### config.mk
export PLATFORM = sky130hd
export DESIGN_NAME = seq_shift_unit
export DESIGN_NICKNAME = d
export VERILOG_FILES = /design/src/rtl/seq_shift_unit.sv
export SDC_FILE = /design/constraint.sdc
export NUM_CORES = 1
export LEC_CHECK = 0
export CAP_MARGIN = 20
export CORE_MARGIN = 8
export CORE_UTILIZATION = 35
export DETAILED_ROUTE_END_ITERATION = 7
export PLACE_DENSITY = 0.7
export SYNTH_ARGS = -nofsm -noshare
export SYNTH_HDL_FRONTEND = slang
export SYNTH_SLANG_ARGS = --single-unit
### constraint.sdc
create_clock -name clk -period 3.3 [get_ports clk]
set_input_delay 0.495 -clock clk [delete_from_list [all_inputs] [get_ports clk]]
set_output_delay 0.495 -clock clk [all_outputs]
set_load 0.03 [all_outputs]
### src/rtl/seq_shift_unit.sv
// Sequential shift unit: moves the operand one bit position per clock and
// returns a result identical to the combinational n-bit shifter.
module seq_shift_unit #(
    parameter int WIDTH     = 4,
    parameter int CNT_WIDTH = 8
) (
    input  logic                 clk,
    input  logic                 rst_n,
    input  logic                 in_valid,
    output logic                 in_ready,
    input  logic [WIDTH-1:0]     in,
    input  logic                 shift_dir,
    input  logic                 op,
    input  logic [WIDTH-1:0]     shift_amt,
    output logic                 out_valid,
    input  logic                 out_ready,
    output logic [WIDTH-1:0]     out,
    output logic                 busy,
    output logic [CNT_WIDTH-1:0] op_count
);

    // Step counter only needs to hold 0..WIDTH after saturation.
    localparam int                  AMT_BITS  = $clog2(WIDTH + 1);
    localparam logic [AMT_BITS-1:0] AMT_MAX   = AMT_BITS'(WIDTH);
    localparam logic [WIDTH:0]      WIDTH_EXT = (WIDTH + 1)'(WIDTH);

    typedef enum logic [1:0] {
        IDLE,
        SHIFT,
        DONE
    } state_t;

    state_t                 state;
    logic [WIDTH-1:0]       result;
    logic [AMT_BITS-1:0]    cnt;
    logic                   dir_q;
    logic                   op_q;
    logic [CNT_WIDTH-1:0]   count_q;

    logic [AMT_BITS-1:0]    amt_sat;
    logic                   fill_bit;
    logic [WIDTH-1:0]       step_val;

    always_comb begin
        amt_sat = ({1'b0, shift_amt} >= WIDTH_EXT) ? AMT_MAX : shift_amt[AMT_BITS-1:0];
    end

    // Arithmetic right shifts replicate the MSB; everything else fills with zero.
    always_comb begin
        fill_bit = dir_q & op_q & result[WIDTH-1];
        if (dir_q) begin
            step_val = {fill_bit, result[WIDTH-1:1]};
        end else begin
            step_val = {result[WIDTH-2:0], 1'b0};
        end
    end

    always_ff @(posedge clk or negedge rst_n) begin
        if (!rst_n) begin
            state   <= IDLE;
            result  <= '0;
            cnt     <= '0;
            dir_q   <= 1'b0;
            op_q    <= 1'b0;
            count_q <= '0;
        end else begin
            case (state)
                IDLE: begin
                    if (in_valid) begin
                        result <= in;
                        dir_q  <= shift_dir;
                        op_q   <= op;
                        cnt    <= amt_sat;
                        state  <= (amt_sat == '0) ? DONE : SHIFT;
                    end
                end
                SHIFT: begin
                    result <= step_val;
                    cnt    <= cnt - AMT_BITS'(1);
                    if (cnt == AMT_BITS'(1)) begin
                        state <= DONE;
                    end
                end
                DONE: begin
                    // A request arriving alongside out_ready waits for IDLE.
                    if (out_ready) begin
                        count_q <= count_q + CNT_WIDTH'(1);
                        state   <= IDLE;
                    end
                end
                default: begin
                    state <= IDLE;
                end
            endcase
        end
    end

    assign in_ready  = (state == IDLE);
    assign out_valid = (state == DONE);
    assign busy      = (state != IDLE);
    assign out       = result;
    assign op_count  = count_q;

endmodule

[Word level (Yosys, flattened, before mapping)]
Index checks and enable logic that the tools add are counted.
Operators by class
  add/subtract/negate cells: 2
  multipliers: 0
  div/mod/pow operators: 0
  $lt $le $gt $ge: 1
  equality and inequality tests: 6
  shift operators: 0
  mux-type cells: 11
  bitwise operators: 2
  reduce and logical (&&, ||, !) cells: 8
Operators by type and width (count)
  $add 8x1->8 const B: 1
  $mux 2: 4
  $mux 4: 2
  $pmux 4 s2: 1
  $mux 3: 2
  $pmux 2 s3: 1
  $pmux 3 s2: 1
  $reduce_and 2->1: 3
  $ge 4x3->1 const B: 1
  $ne 2x2->1 const B: 2
  $reduce_bool 2->1: 2
  $eq 3x1->1 const B: 1
  $logic_not 3->1: 1
  $reduce_and 3->1: 1
  $sub 3x1->3 const B: 1
  $and 1x1->1: 2
  $eq 2x1->1 const B: 1
  $eq 2x2->1 const B: 1
  $logic_not 2->1: 1
  $ne 2x1->1 const B: 1
Storage, ports and cells
  flip-flop bits (word level): 19
  latch bits: 0
  memory bits (writable): 0
  bits in read-only memories: 0
  input bits: 14
  memories: 0

[Depth between registers and ports, before layout]
  word-level depth: 6
  mapped depth: 5
  mapped depth without buffers: 5

[Least setup slack after synthesis]
OpenSTA, ideal clock, no wires.
  path type: register to output
  start point: register state[1]
  end point: output out_valid
  data arrival time: 1.070 ns
  data required time: 2.805 ns
  path slack: 1.735 ns
  stages on the path, launching flop included: 4
  path through: dfrtp_1 -> buf_6 -> inv_1 -> nor2_1
Between the ends
  word-level cells in the longest chain between the ends: 1
Ends and longest elaborated chain
  start: declaration: line 33  | state_t state;
  start signal: assignment: line 74  | state <= (amt_sat == '0) ? DONE : SHIFT;
  $eq 2x2->1: line 99  | assign out_valid = (state == DONE);
  end: declaration: line 15  | output logic out_valid,
No other way between the ends.

[Worst setup path in the final report]
Same ends and word-level chain as after synthesis.

==> impl_metrics.env <==
export IMPL_core_area_sq_um=3000
export IMPL_chipHeight_um=71.5
export IMPL_period_share_pct=76.6
export IMPL_min_delay_path_depth=1
export IMPL_grt_max_degree=20
export IMPL_synth_common_cells="dfrtp_1 (19), inv_1 (8), a21oi_1 (6), nor2_1 (6), o22ai_1 (6)"
export IMPL_r2r_setup_slack_ps=1890
export IMPL_drt_pass1_iterations=3
export IMPL_drtIter0Drc=24
export IMPL_die_area_sq_um=5110
export IMPL_synthArstFlopShare_pct=100
export IMPL_power_frac_clock_pct=10.7
export IMPL_grt_pass1_wl_um=3970
export IMPL_post_cts_resized=0
export IMPL_required_ps=2800
export IMPL_reg2reg_depth=3
export IMPL_peakVddDrop_v=0.000504
export IMPL_syn_nets=115
export IMPL_cts_tree="done"
export IMPL_synth_ff_latch_count=19
export IMPL_period_minus_slack_ps=2530
export IMPL_yosysWarningCount=0
export IMPL_p_sw_share_pct=42.5
export IMPL_fin_skew_ps=4.93
export IMPL_synth_top_cell_area_share_pct=44.1
export IMPL_synth_ff_type="dfrtp_1"
export IMPL_syn_cell_area_sq_um=1080
export IMPL_synth_cell_types=40
export IMPL_drive_gt1_share_pct=11.8
export IMPL_crit_arrival_ps=2030
export IMPL_rows=20
export IMPL_synth_most_common_cell="dfrtp_1"
export IMPL_power_density_nw_per_um2=784
export IMPL_clkLatencyLatePin_ps=290
export IMPL_rsz0062_at_grt="false"
export IMPL_grt_overflow=0
export IMPL_cts_setup_buffers=0
export IMPL_drv_cap=0
export IMPL_final_setup_tns_ps=0
export IMPL_critPathMaxStageDelay_ps=690
export IMPL_nets=145
export IMPL_cellLeakagePower_nw=0.620
export IMPL_routed_wl_um=2330
export IMPL_seqPwrFrac_pct=38.4
export IMPL_endpoint_kind="primary output"
export IMPL_antenna_found_initial=0
export IMPL_min_to="op_count[7]"
export IMPL_fillCellCount=290
export IMPL_ios=29
export IMPL_cts_hold_buf=0
export IMPL_cts_sinks=19
export IMPL_dp_cells=156
export IMPL_min_path_type="flip-flop to flip-flop"
export IMPL_synth_edf_count=0
export IMPL_areaGrowthSynthToFinish_pct=30.0
export IMPL_cts_made_buffers=3
export IMPL_syn_inst=98
export IMPL_cts_path_max_buffers=2
export IMPL_worstPathMaxFanout=13
export IMPL_internal_power_mw=0.632
export IMPL_crit_path_start_kind="flip-flop"
export IMPL_seq_area_frac_synth_pct=44.1
export IMPL_tightest_slew_ps=865
export IMPL_syn_avg_cell_area_sq_um=11.0
export IMPL_path_buf_inv=2
export IMPL_critPathTopFamily="buffers and inverters"
export IMPL_portBuffers=28
export IMPL_wl_per_cell_um=14.5
export IMPL_grt_pass1_vias=875
export IMPL_die_x_um=71.5
export IMPL_critPathKind="flip-flop to primary output"
export IMPL_clk_pin_slew_ps=100
export IMPL_cp_slowest_cell="dfrtp_1"
export IMPL_grt_use_total_pct=9.52
export IMPL_diodes=0
export IMPL_finalHoldViolCount=0
export IMPL_ctsHtreeMaxLevel=1
export IMPL_r2r_start="state[1]"
export IMPL_postRouteAntennaNets=0
export IMPL_status="complete, no violations"
export IMPL_combPwrFrac_pct=50.9
export IMPL_r2r_end="op_count[7]"
export IMPL_fmax_mhz=396
export IMPL_drc=0
export IMPL_synthTopCellsByArea="dfrtp_1 (44%), ha_1 (3.5%), o22ai_1 (3.5%), xor2_1 (3.2%), mux2_2 (3.1%)"
export IMPL_synth_top_cell_by_area="dfrtp_1"
export IMPL_slew_headroom_pct=42.2
export IMPL_gp_congestion=0.891
export IMPL_root_buffer="clkbuf_4"
export IMPL_dp_hpwl_um=1850
export IMPL_final_cell_count_no_fill=160
export IMPL_worstPathCellList="inv_1 -> nor2_1 -> clkdlybuf4s50_1"
export IMPL_via_count=831
export IMPL_initial_core_util_pct=35.9
export IMPL_p_switching_mw=0.468
export IMPL_vias_per_cell=5.19
export IMPL_min_delay_start="op_count[7]"
export IMPL_maxSlewViolCount=0
export IMPL_setup_viol=0
worst max-delay path by stage:
stage                     startpoint   endpoint  cells past startpoint
after floorplan             state[1]  out_valid                      3
after global placement      state[1]  out_valid                      3
after detailed placement    state[1]  out_valid                      3
after CTS                   state[1]  out_valid                      3
after global routing        state[1]  out_valid                      3
final                       state[1]  out_valid                      3
per-layer routing:
metal	vias to the layer above	track usage [%]	wire [um]
li1	413	-	-
met5	-	0	0
met3	4	2.51	98
met4	0	4.99	47
met2	13	15.4	1180
met1	401	11.3	1000
sequential cells by signal, indices dropped and copies added (netlist names):
register	flops
op_count	8
out	4
cnt	3
state	2
dir_q	1
op_q	1
kinds of logic (layout without fill, tap and decap cells):
family,after synthesis,after routing,synth area share [%]
XOR/XNOR,7,7,5.68
flip-flops,19,19,44.1
AO/OA/AOI/OAI,23,23,14.7
multiplexers,6,6,6.15
adder cells (fa/ha/maj),3,3,3.48
buffers and inverters,11,40,4.99
AND/OR/NAND/NOR,29,29,20.9
cell type report:
cell class | count | area, sq um | area share [%]
clock buffer | 4 | 26.3 | 1.87
tap | 33 | 41.3 | 2.94
sequential | 19 | 475 | 33.9
timing repair buffer | 28 | 280 | 20.0
inverter | 8 | 30.0 | 2.14
multi-input combinational | 68 | 549 | 39.2
power groups by stage:
| stage | Combinational, mW | Sequential, mW | Clock (mW) |
|---|---|---|---|
| floorplan | 0.351 | 0.452 | 0 |
| global placement | 0.553 | 0.424 | 0 |
| detailed placement | 0.563 | 0.426 | 0 |
| CTS | 0.565 | 0.420 | 0.125 |
| global route | 0.611 | 0.436 | 0.134 |
| finish | 0.559 | 0.422 | 0.118 |
stage by stage:
step / cell area, sq um / utilization, % / worst slack (ps) / power (mW) / hold WS, ps
final: 1400 / 46.7 / 773 / 1.10 / 477
after global routing: 1400 / 46.7 / 624 / 1.18 / 516
after CTS: 1400 / 46.7 / 776 / 1.11 / 479
after detailed placement: 1380 / 45.8 / 1100 / 0.989 / 460
after global placement: 1380 / 45.8 / 1150 / 0.977 / 458
after floorplan: 1080 / - / 1740 / 0.803 / 199
cells in the final DEF, fill, tap and decap left out, drive strengths merged, types with 3 or more instances in the layout:
| cell type | instances |
|---|---|
| nand2 | 4 |
| nor2 | 7 |
| dfrtp | 19 |
| a21oi | 6 |
| o21ai | 3 |
| xnor2 | 3 |
| ha | 3 |
| clkdlybuf4s50 | 28 |
| nor3 | 3 |
| inv | 8 |
| xor2 | 4 |
| clkbuf | 4 |
| mux2 | 5 |
| nand2b | 3 |
| o22ai | 6 |
(Power assumes the default switching activity.)
